## src/rtl/psdsqrt_pkg.sv

```systemverilog
// Shared constants and width helpers for the PSD square-root unit.
// Holds the default operand width, the reserved tuning value and the derived widths.
package psdsqrt_pkg;

  localparam int NBITSIN_DEF = 32;
  localparam int K_DEF       = 19;

  // Result width: one root bit per two radicand bits.
  function automatic int res_w(input int nbits);
    return nbits / 2;
  endfunction

  // Iteration counter width: holds 0..res_w-1 with one spare bit.
  function automatic int cnt_w(input int nbits);
    return $clog2(nbits / 2) + 1;
  endfunction

endpackage

```

## src/rtl/psdsqrt_step.sv

```systemverilog
// One restoring square-root iteration: try setting the current mask bit in the root.
// Ports: i_x radicand, i_root/i_mask current state, o_next_root/o_next_mask next state.
module psdsqrt_step
  import psdsqrt_pkg::*;
#(
  parameter int NBITSIN = NBITSIN_DEF,
  localparam int RW = res_w(NBITSIN)
) (
  input  logic [NBITSIN-1:0] i_x,
  input  logic [RW-1:0]      i_root,
  input  logic [RW-1:0]      i_mask,
  output logic [RW-1:0]      o_next_root,
  output logic [RW-1:0]      o_next_mask
);

  logic [RW-1:0]      w_trial;
  logic [NBITSIN-1:0] w_trial_ext;
  logic [NBITSIN-1:0] w_sq;

  assign w_trial     = i_root | i_mask;
  assign w_trial_ext = {{RW{1'b0}}, w_trial};
  // An RW-bit value squared fits in 2*RW = NBITSIN bits.
  assign w_sq        = w_trial_ext * w_trial_ext;

  assign o_next_root = (i_x >= w_sq) ? w_trial : i_root;
  assign o_next_mask = i_mask >> 1;

endmodule

```

## src/rtl/psdsqrt.sv

```systemverilog
// Sequential floor(sqrt(xin)), one root bit per clock, result loaded into sqrt on stop.
// Ports: clock, reset (sync, high), start/stop pulses, xin radicand, sqrt registered root.
module psdsqrt
  import psdsqrt_pkg::*;
#(
  parameter int NBITSIN = NBITSIN_DEF,
  parameter int k       = K_DEF
) (
  input  logic                 clock,
  input  logic                 reset,
  input  logic                 start,
  input  logic                 stop,
  input  logic [NBITSIN-1:0]   xin,
  output logic [NBITSIN/2-1:0] sqrt
);

  localparam int RW = res_w(NBITSIN);
  localparam int CW = cnt_w(NBITSIN);
  localparam logic [CW-1:0] LAST = CW'(RW - 1);
  localparam logic [RW-1:0] MSB  = {1'b1, {(RW-1){1'b0}}};

  // Reserved tuning value; carried for compatibility only.
  localparam int unused_k = k;

  logic [NBITSIN-1:0] r_x;
  logic [RW-1:0]      r_root;
  logic [RW-1:0]      r_mask;
  logic [CW-1:0]      r_cnt;
  logic               r_busy;
  logic [RW-1:0]      r_sqrt;

  logic [RW-1:0]      w_next_root;
  logic [RW-1:0]      w_next_mask;

  psdsqrt_step #(
    .NBITSIN (NBITSIN)
  ) u_step (
    .i_x         (r_x),
    .i_root      (r_root),
    .i_mask      (r_mask),
    .o_next_root (w_next_root),
    .o_next_mask (w_next_mask)
  );

  always_ff @(posedge clock) begin
    if (reset) begin
      r_x    <= '0;
      r_root <= '0;
      r_mask <= '0;
      r_cnt  <= '0;
      r_busy <= 1'b0;
      r_sqrt <= '0;
    end else begin
      // stop sees the pre-edge root, even when start restarts on this edge.
      if (stop) begin
        r_sqrt <= r_root;
      end
      if (start) begin
        r_x    <= xin;
        r_root <= '0;
        r_mask <= MSB;
        r_cnt  <= '0;
        r_busy <= 1'b1;
      end else if (r_busy) begin
        r_root <= w_next_root;
        r_mask <= w_next_mask;
        r_cnt  <= r_cnt + 1'b1;
        if (r_cnt == LAST) begin
          r_busy <= 1'b0;
        end
      end
    end
  end

  assign sqrt = r_sqrt;

endmodule

```

## config.mk

```make
export PLATFORM = sky130hd
export DESIGN_NAME = psdsqrt
export DESIGN_NICKNAME = d
export VERILOG_FILES = /design/src/rtl/psdsqrt_pkg.sv /design/src/rtl/psdsqrt_step.sv /design/src/rtl/psdsqrt.sv
export SDC_FILE = /design/constraint.sdc
export NUM_CORES = 1
export LEC_CHECK = 0
export ABC_AREA = 0
export CAP_MARGIN = 20
export CORE_UTILIZATION = 40
export DETAILED_ROUTE_END_ITERATION = 8
export PLACE_DENSITY = 0.69
export REMOVE_ABC_BUFFERS = 1
export SETUP_SLACK_MARGIN = 0.3
export SYNTH_ARGS = -nofsm -noshare
export SYNTH_HDL_FRONTEND = slang
export SYNTH_SLANG_ARGS = --single-unit
```

## constraint.sdc

```tcl
create_clock -name clock -period 9.8 [get_ports clock]
set_input_delay 2.94 -clock clock [delete_from_list [all_inputs] [get_ports clock]]
set_output_delay 2.94 -clock clock [all_outputs]
set_load 0.005 [all_outputs]
```

# After elaboration in Yosys (flattened, before gate mapping)
# Cells that the tools add are included.
# W data, S select, Z words.
# totals
word_cells,20
in_bits,36
regBits,86
# classes
n_addsub,1
n_mux,5
n_reduce_logical,3
n_bitwise,1
order_cmp,1
multipliers,1
n_eq_ne,1
# ops
cell,n
$ge A32 B32 Y1,1
$mul A16 B16 Y32,1
$mux W16,2
$or A16 B16 Y16,1
$add A5 B1 Y5 const B,1
$eq A5 B4 Y1 const B,1
$mux W1,3
$reduce_and A2 Y1,1
$reduce_bool A2 Y1,1
$reduce_or A2 Y1,1

# Longest topological paths before layout
# Gate-level depths: netlist of run 1.
# logic_depth
word_depth,4
mapped_depth,32
mapped_depth_nobuf,30

# By module
# Synthesis of run 1 repeated with hierarchy kept, for this count alone.
# hier_totals
cells_unflattened,1259
area_unflattened_um2,11317.1
# modules_own_cells
module,area_per_inst_um2,seq_area_each_um2,cells_each,instances
psdsqrt_step,8205.4,0.0,971,1
psdsqrt,3111.7,1721.7,288,1

# Least setup slack after synthesis of run 1
# OpenSTA, ideal clock, no wires.
# synth_path
kind,reg2reg
start,reg r_root[3]
end,reg r_root[10]
arrival_ps,7407
setup_ps,117
setup_slack_ps,2276
t_required_ps,9683
n_path_buf,1
path_stages_with_launch,31
cell_sequence,dfxtp_1 nor2_1 clkinv_1 nand2_1 inv_1 fa_1 inv_1 fa_1 inv_1 fa_1 inv_1 fa_1 inv_1 fa_1 inv_1 fa_1 inv_1 ha_1 and2_1 a221oi_4 nand4bb_4 a311oi_2 xor2_1 ha_1 a21o_1 a221o_1 a22oi_2 o221ai_2 a22o_4 buf_6 a22o_1
# synth_via
elab_chain_len,4
# synth_rtl
element,line_no,text
start: declaration,psdsqrt.sv:26,logic [RW-1:0] r_root;
start signal: assignment,psdsqrt.sv:65,r_root <= w_next_root;
$or A16 B16 Y16,psdsqrt_step.sv:20,assign w_trial = i_root | i_mask;
net u_step.w_trial[3],psdsqrt_step.sv:16,logic [RW-1:0] w_trial;
$mul A16 B16 Y32,psdsqrt_step.sv:23,assign w_sq = w_trial_ext * w_trial_ext;
$ge A32 B32 Y1,psdsqrt_step.sv:25,assign o_next_root = (i_x >= w_sq) ? w_trial : i_root;
$reduce_and A2 Y1 (no line),-,
# The timed path passes the listed nets, and every way through them passes these cells.
# A chain may end at the register's enable or synchronous reset.

# Worst setup path after layout of run 1
# layout_path
start,reg r_root[8]
end,reg r_root[6]
# Same word-level chain as after synthesis.

==> results of run 1 <==
-- registers in the layout (all words and copies together), names as in the netlist --
| name | flops |
|---|---|
| r_root | 16 |
| r_mask | 16 |
| r_busy | 1 |
| sqrt | 16 |
| r_x | 32 |
| r_cnt | 5 |
-- logic make-up after synthesis --
group           after synthesis  share of synthesized area (%)
fa+ha+maj                   293                           44.0
xor+xnor                     39                           3.10
simple gates                320                           12.4
mux                          66                           5.99
buf+inv                     273                           9.47
compound gates              142                           9.36
flops                        86                           15.6
-- final timing paths --
path / slack (ps) / cells after the start / to / start
worst max-delay path: 1430 / 30 / r_root[6] / r_root[8]
worst min-delay path: 500 / 2 / r_cnt[4] / r_cnt[4]
worst max register to register: 1430 / 30 / r_root[6] / r_root[8]
worst min register to register: 500 / 2 / r_cnt[4] / r_cnt[4]
-- worst max-delay path: cells and delay by family (launching register included) --
family                   cells  cell delay [ps]
adder cells (fa/ha/maj)      8             3750
buffers and inverters        8              950
AND/OR/NAND/NOR              5             1470
AO/OA/AOI/OAI                8             1570
XOR/XNOR                     1              160
flip-flops                   1              330
-- placed cells by master (no fill, tap or decap), types with 7 or more instances in the layout --
master	count
dfxtp_1	86
xnor2_1	21
a21o_1	19
clkdlybuf4s50_1	49
buf_4	15
a22o_1	16
nor2_1	162
clkbuf_16	9
nand2_1	97
o21ai_0	14
mux2i_1	66
fa_1	159
inv_1	230
nor3_1	11
clkinv_1	7
ha_1	133
nand4_1	8
or2_2	9
a21oi_1	43
xor2_1	18
-- cell type report --
type	count	area, um2
clock buffers	9	225
clock inverters	7	92.6
fillers	2687	14800
inverters	238	893
multi-input cells	860	8260
flip-flops and latches	86	1720
well taps	341	427
repair buffers	66	613
-- report_power, final --
part / internal, mW / total [mW] / leakage, nW / switching, mW
clock: 0.204 / 0.356 / 0.155 / 0.152
combinational: 0.0417 / 0.0846 / 5.53 / 0.0429
sequential: 0.359 / 0.366 / 0.700 / 0.00747
total: 0.604 / 0.806 / 6.39 / 0.202
-- through the flow --
step	cells	area, um2	util, %	setup slack (ps)
5_1_grt	1607	12200	45.3	962
6_report	1607	12200	45.3	1430
2_1_floorplan	1184	10900	-	2360
3_3_place_gp	1591	11900	44.1	1620
4_1_cts	1607	12200	45.3	1420
3_5_place_dp	1591	11900	44.1	1450
-- layer usage --
metal / track usage (%) / part of all wire (%) / vias to the layer above
li1: - / - / 3969
met1: 24.8 / 42 / 4016
met2: 35.6 / 50 / 177
met3: 2.75 / 4.6 / 40
met4: 6.50 / 2.8 / 0
met5: 0 / 0 / -
==> summary.md, run 1 <==
| Metric | Value |
|---|---|
| Die ar. | `0.0282 mm2` |
| Share of the synthesized area in the top cell type | `between 20 and 30%` |
| Critical path's most frequent cell | `inv_1` |
| Global-route wire length before repair | `44000 um` |
| Yosys cell types | `65` |
| Yosys Warn Count | `0` |
| Final min period | `8370 ps` |
| Wirelength, routed | `26600 um` |
| Slew Limit Headroom | `between 20% and 30%` |
| Total Power Consumption | `806 uW` |
| Hold_ws | `495 ps` |
| Die Y-Extent | `168 um` |
| EDFF count, synth | `0` |
| # H-tree levels | `3` |
| GRT Util Overall | `20.0%` |
| Die width | `about 170 um` |
| Req. time, crit path | `10030 ps` |
| Port Buffers | `about 50` |
| Vias in the first global route | `8608` |
| Clk pin slew, worst setup/hold paths | `70 ps` |
| Endpoint class of the critical path | `flip-flop` |
| MaxCap Viol Count | `0` |
| Crit-path slowest cell | `clkinv_1` |
| HPWL after detailed placement | `roughly 22000 um` |
| Top cells by area, synth | `fa_1 29%, dfxtp_1 16%, ha_1 15%, inv_1 7.8%, mux2i_1 6.0%` |
| Post-DRT Antenna Nets | `0` |
| First-pass DRT Iterations | `5` |
| CP max FO | `16` |
| Bufs on Longest Clock Path | `2` |
| Worst-margin pin slew | `1090 ps` |
| Post-Synthesis Cells | `between 1k and 1.5k` |
| Fin Clk Skew | `8.02 ps` |
| Startpoint types | `flip-flop` |
| Leakage | `6.39 nW` |
| Power per Cell Area | `65.9 mW/mm2` |
| CP Data Arrival Time | `8600 ps` |
| Routed vias | `8202` |
| Drt initial violations | `350` |
| RSZ-0062 raised after global routing | `false` |
| Setup bufs post-CTS | `0` |
| Core box area | `0.0270 mm2` |
| Wire length per cell | `16.5 um` |
| #FFs+latches synth | `86` |
| Crit path kind | `reg -> reg` |
| Final setup fails | `0` |
| Seq/Total Area, Yosys | `15.6%` |
| Max Slew Vio Count | `0` |
| F_max | `between 100 and 150 MHz` |
| Outcome | `completed` |
| # nets final | `1589` |
| Worst path max stage delay | `570 ps` |
| Netlist Area Pre-Place | `roughly 0.011 mm2` |
| Final TNS setup | `0 ps` |
| Largest net degree at the start of global routing | `53` |
| Share of cells above drive strength 1 | `4.27%` |
| I/O pin count | `52` |
| Top cells by count, synth | `230 x inv_1, 162 x nor2_1, 159 x fa_1` |
| Area growth from synthesis to layout | `10.9%` |
| Yosys top cell by area | `fa_1` |
| CTS Hold Buffers Added | `0` |
| Vias/cell | `around 5.1` |
| GRT Residual Overflow | `0` |
| CTS tree | `built` |
| CTS Root Cell | `clkbuf_16` |
| Sink Count | `86` |
| Top-count cell post-synth | `inv_1` |
| Post-CTS Resized | `0` |
| Syn_area_per_cell | `9.05 um2` |
| Async SR Flop Fraction | `0%` |
| Drt drc | `0` |
| Skew-Pair Late Insertion Delay | `340 ps` |
| Initial antenna violation count | `0` |
| Cell row count | `60` |
| Max IR drop VDD | `0.0000965 V` |
| Crit share post-route | `85.4%` |
| Initial Util | `between 40% and 50%` |
| Final Hold Viols | `0` |
| ANT cells | `0` |
| HP Class | `reg -> reg` |
| Inserted Clock Buffers | `9` |
| Final RePlAce weighted congestion | `approximately 0.92` |
| Top_reg_cell synth | `dfxtp_1` |
Note: power is estimated with default switching activity, not from simulation.
==> inputs of run 2 (changes only) <==
Settings changed: REMOVE_ABC_BUFFERS 1 to default.
==> run 2 against run 1 <==
Compared with the run above:
- flip-flop and latch count unchanged
- die area unchanged
- cell count decreased by 0.25%
- critical endpoint is now r_root[9]
- via count increased by 0.56%
- sequential share of layout area rose by 0.052 points
- total power down 0.53%
- worst setup slack improved by 120 ps
- clock power barely moved
==> summary.md, run 2 (synthesized netlist as in run 1, its figures left out) <==
| Metric | Value |
|---|---|
| Outcome | `completed` |
| Final setup fails | `0` |
| Vias/cell | `roughly 5.1` |
| Core box area | `0.0270 mm2` |
| FF-to-FF setup slack | `approximately 1600 ps` |
| Drt drc | `0` |
| F_max | `121 MHz` |
| Clock power share | `between 40% and 50%` |
| Comb pwr share | `10.5%` |
| GRT Util Overall | `18.9%` |
| Slew Limit Headroom | `35.1%` |
| Crit path kind | `reg -> reg` |
| Power per Cell Area | `65.8 mW/mm2` |
| # nets final | `1586` |
| Post-DRT Antenna Nets | `0` |
| Final RePlAce weighted congestion | `0.880` |
| Max Slew Vio Count | `0` |
| Leakage | `6.35 nW` |
| Crit-path slowest cell | `fa_1` |
| Cell row count | `60` |
| Setup WS pre-CTS | `1650 ps` |
| Final min period | `8240 ps` |
| HP Class | `reg -> reg` |
| Share of cells above drive strength 1 | `3.96%` |
| Inserted Clock Buffers | `9` |
| RSZ-0062 raised after global routing | `false` |
| Drt initial violations | `450` |
| CTS Root Cell | `clkbuf_16` |
| Initial antenna violation count | `0` |
| Global-route wire length before repair | `around 42000 um` |
| Sink Count | `86` |
| Worst r2r src | `r_root[8]` |
| Bufs on Longest Clock Path | `2` |
| Vias in the first global route | `between 8k and 9k` |
| ANT cells | `0` |
| Clk pin slew, worst setup/hold paths | `70 ps` |
| Largest reg by FF count | `r_x` |
| Reg2reg path depth | `30` |
| Skew-Pair Late Insertion Delay | `350 ps` |
| Fin Clk Skew | `roughly 15 ps` |
| CP Data Arrival Time | `between 8000 and 9000 ps` |
| Max IR drop VDD | `0.0000997 V` |
| # H-tree levels | `3` |
| Die Y-Extent | `168 um` |
| Area growth from synthesis to layout | `10.5%` |
| Worst-margin pin slew | `971 ps` |
| Die ar. | `roughly 0.028 mm2` |
| Wire length per cell | `16.0 um` |
| Syn Nets | `1547` |
| HPWL after detailed placement | `20900 um` |
| Final TNS setup | `0 ps` |
| Seq pwr share | `45.4%` |
| Commonest cells after routing, fill and taps aside | `230 x inv_1, 162 x nor2_1, 159 x fa_1, 133 x ha_1, 97 x nand2_1` |
| Largest register FFs | `32` |
| Worst path max stage delay | `530 ps` |
| Routed vias | `8248` |
| CP max FO | `16` |
| Req. time, crit path | `10040 ps` |
| CTS tree | `built` |
| First-pass DRT Iterations | `5` |
| MaxCap Viol Count | `0` |
| Final Hold Viols | `0` |
| # fillers | `around 2.7k` |
| Psw | `roughly 200 uW` |
| Largest net degree at the start of global routing | `between 50 and 60` |
| Design internal power | `598 uW` |
| Endpoint class of the critical path | `flip-flop` |
| Setup bufs post-CTS | `0` |
| Net Sw Frac | `roughly 25%` |
| Die width | `168 um` |
| Worst r2r dst | `r_root[9]` |
| Commonest non-fill, non-tap cell in the layout | `inv_1` |
| CTS Hold Buffers Added | `0` |
| Startpoint of the worst hold path | `sqrt[2]` |
| Crit share post-route | `~84%` |
| Post-route setup slack | `1560 ps` |
| CP Launch Point | `r_root[8]` |
| Wirelength, routed | `25600 um` |
| Post-CTS Resized | `0` |
| Worst setup endpoint | `r_root[9]` |
| Startpoint types | `flip-flop` |
| GRT Residual Overflow | `0` |
| Port Buffers | `51` |
| Initial Util | `40.8%` |
| I/O pin count | `52` |
| Critical path's most frequent cell | `inv_1` |
==> run 2: layout make-up <==
class | instances | area (um2) | area share (%)
Multi-Input combinational cell | 860 | 8260 | 67.8
Inverter | 238 | 893 | 7.33
Clock buffer | 9 | 225 | 1.85
Timing Repair Buffer | 63 | 591 | 4.84
Sequential cell | 86 | 1720 | 14.1
Tap cell | 341 | 427 | 3.50
Clock inverter | 6 | 70.1 | 0.575
==> run 2: worst max-delay path, delay by kind of cell, from the launching register on <==
kind | cells | cell delay, ps
AOI/OAI and AO/OA | 8 | 1610
xor gates and xnor gates | 1 | 200
adders and majority gates | 8 | 3730
buffers and inverters | 8 | 850
DFF | 1 | 330
and+or+nand+nor | 5 | 1400
==> run 2: metal layers <==
layer  part of all wire (%)  vias to the layer above  track usage (%)
li1                       -                     3958                -
met1                     43                     4097             24.0
met2                     51                      158             33.1
met3                    4.5                       35             3.06
met4                    1.9                        0             5.31
met5                      0                        -                0
==> run 2: per-stage QoR <==
step | util, % | hold WS, ps | cell area, um2 | instances | power [mW]
floorplan | - | 460 | 11000 | 1219 | 0.428
global placement | 44.0 | 476 | 11900 | 1588 | 0.454
detailed placement | 44.0 | 485 | 11900 | 1588 | 0.457
CTS | 45.1 | 504 | 12200 | 1603 | 0.812
global route | 45.1 | 535 | 12200 | 1603 | 0.835
finish | 45.1 | 500 | 12200 | 1603 | 0.802
==> run 2: how the worst min path moves through the flow <==
stage	end	slack (ps)	depth (start not counted)
finish	sqrt[2]	500	2
global route	sqrt[11]	540	2
CTS	r_root[0]	500	1
detailed placement	r_root[0]	490	1
global placement	r_root[0]	480	1
floorplan	r_x[0]	460	2
==> run 2: power by group through the flow <==
stage	logic (mW)	registers (mW)	clock network, mW
final	0.0843	0.364	0.353
after global routing	0.0933	0.365	0.376
after CTS	0.0849	0.365	0.362
after global placement	0.0819	0.373	0
after floorplan	0.0577	0.370	0
after detailed placement	0.0841	0.373	0
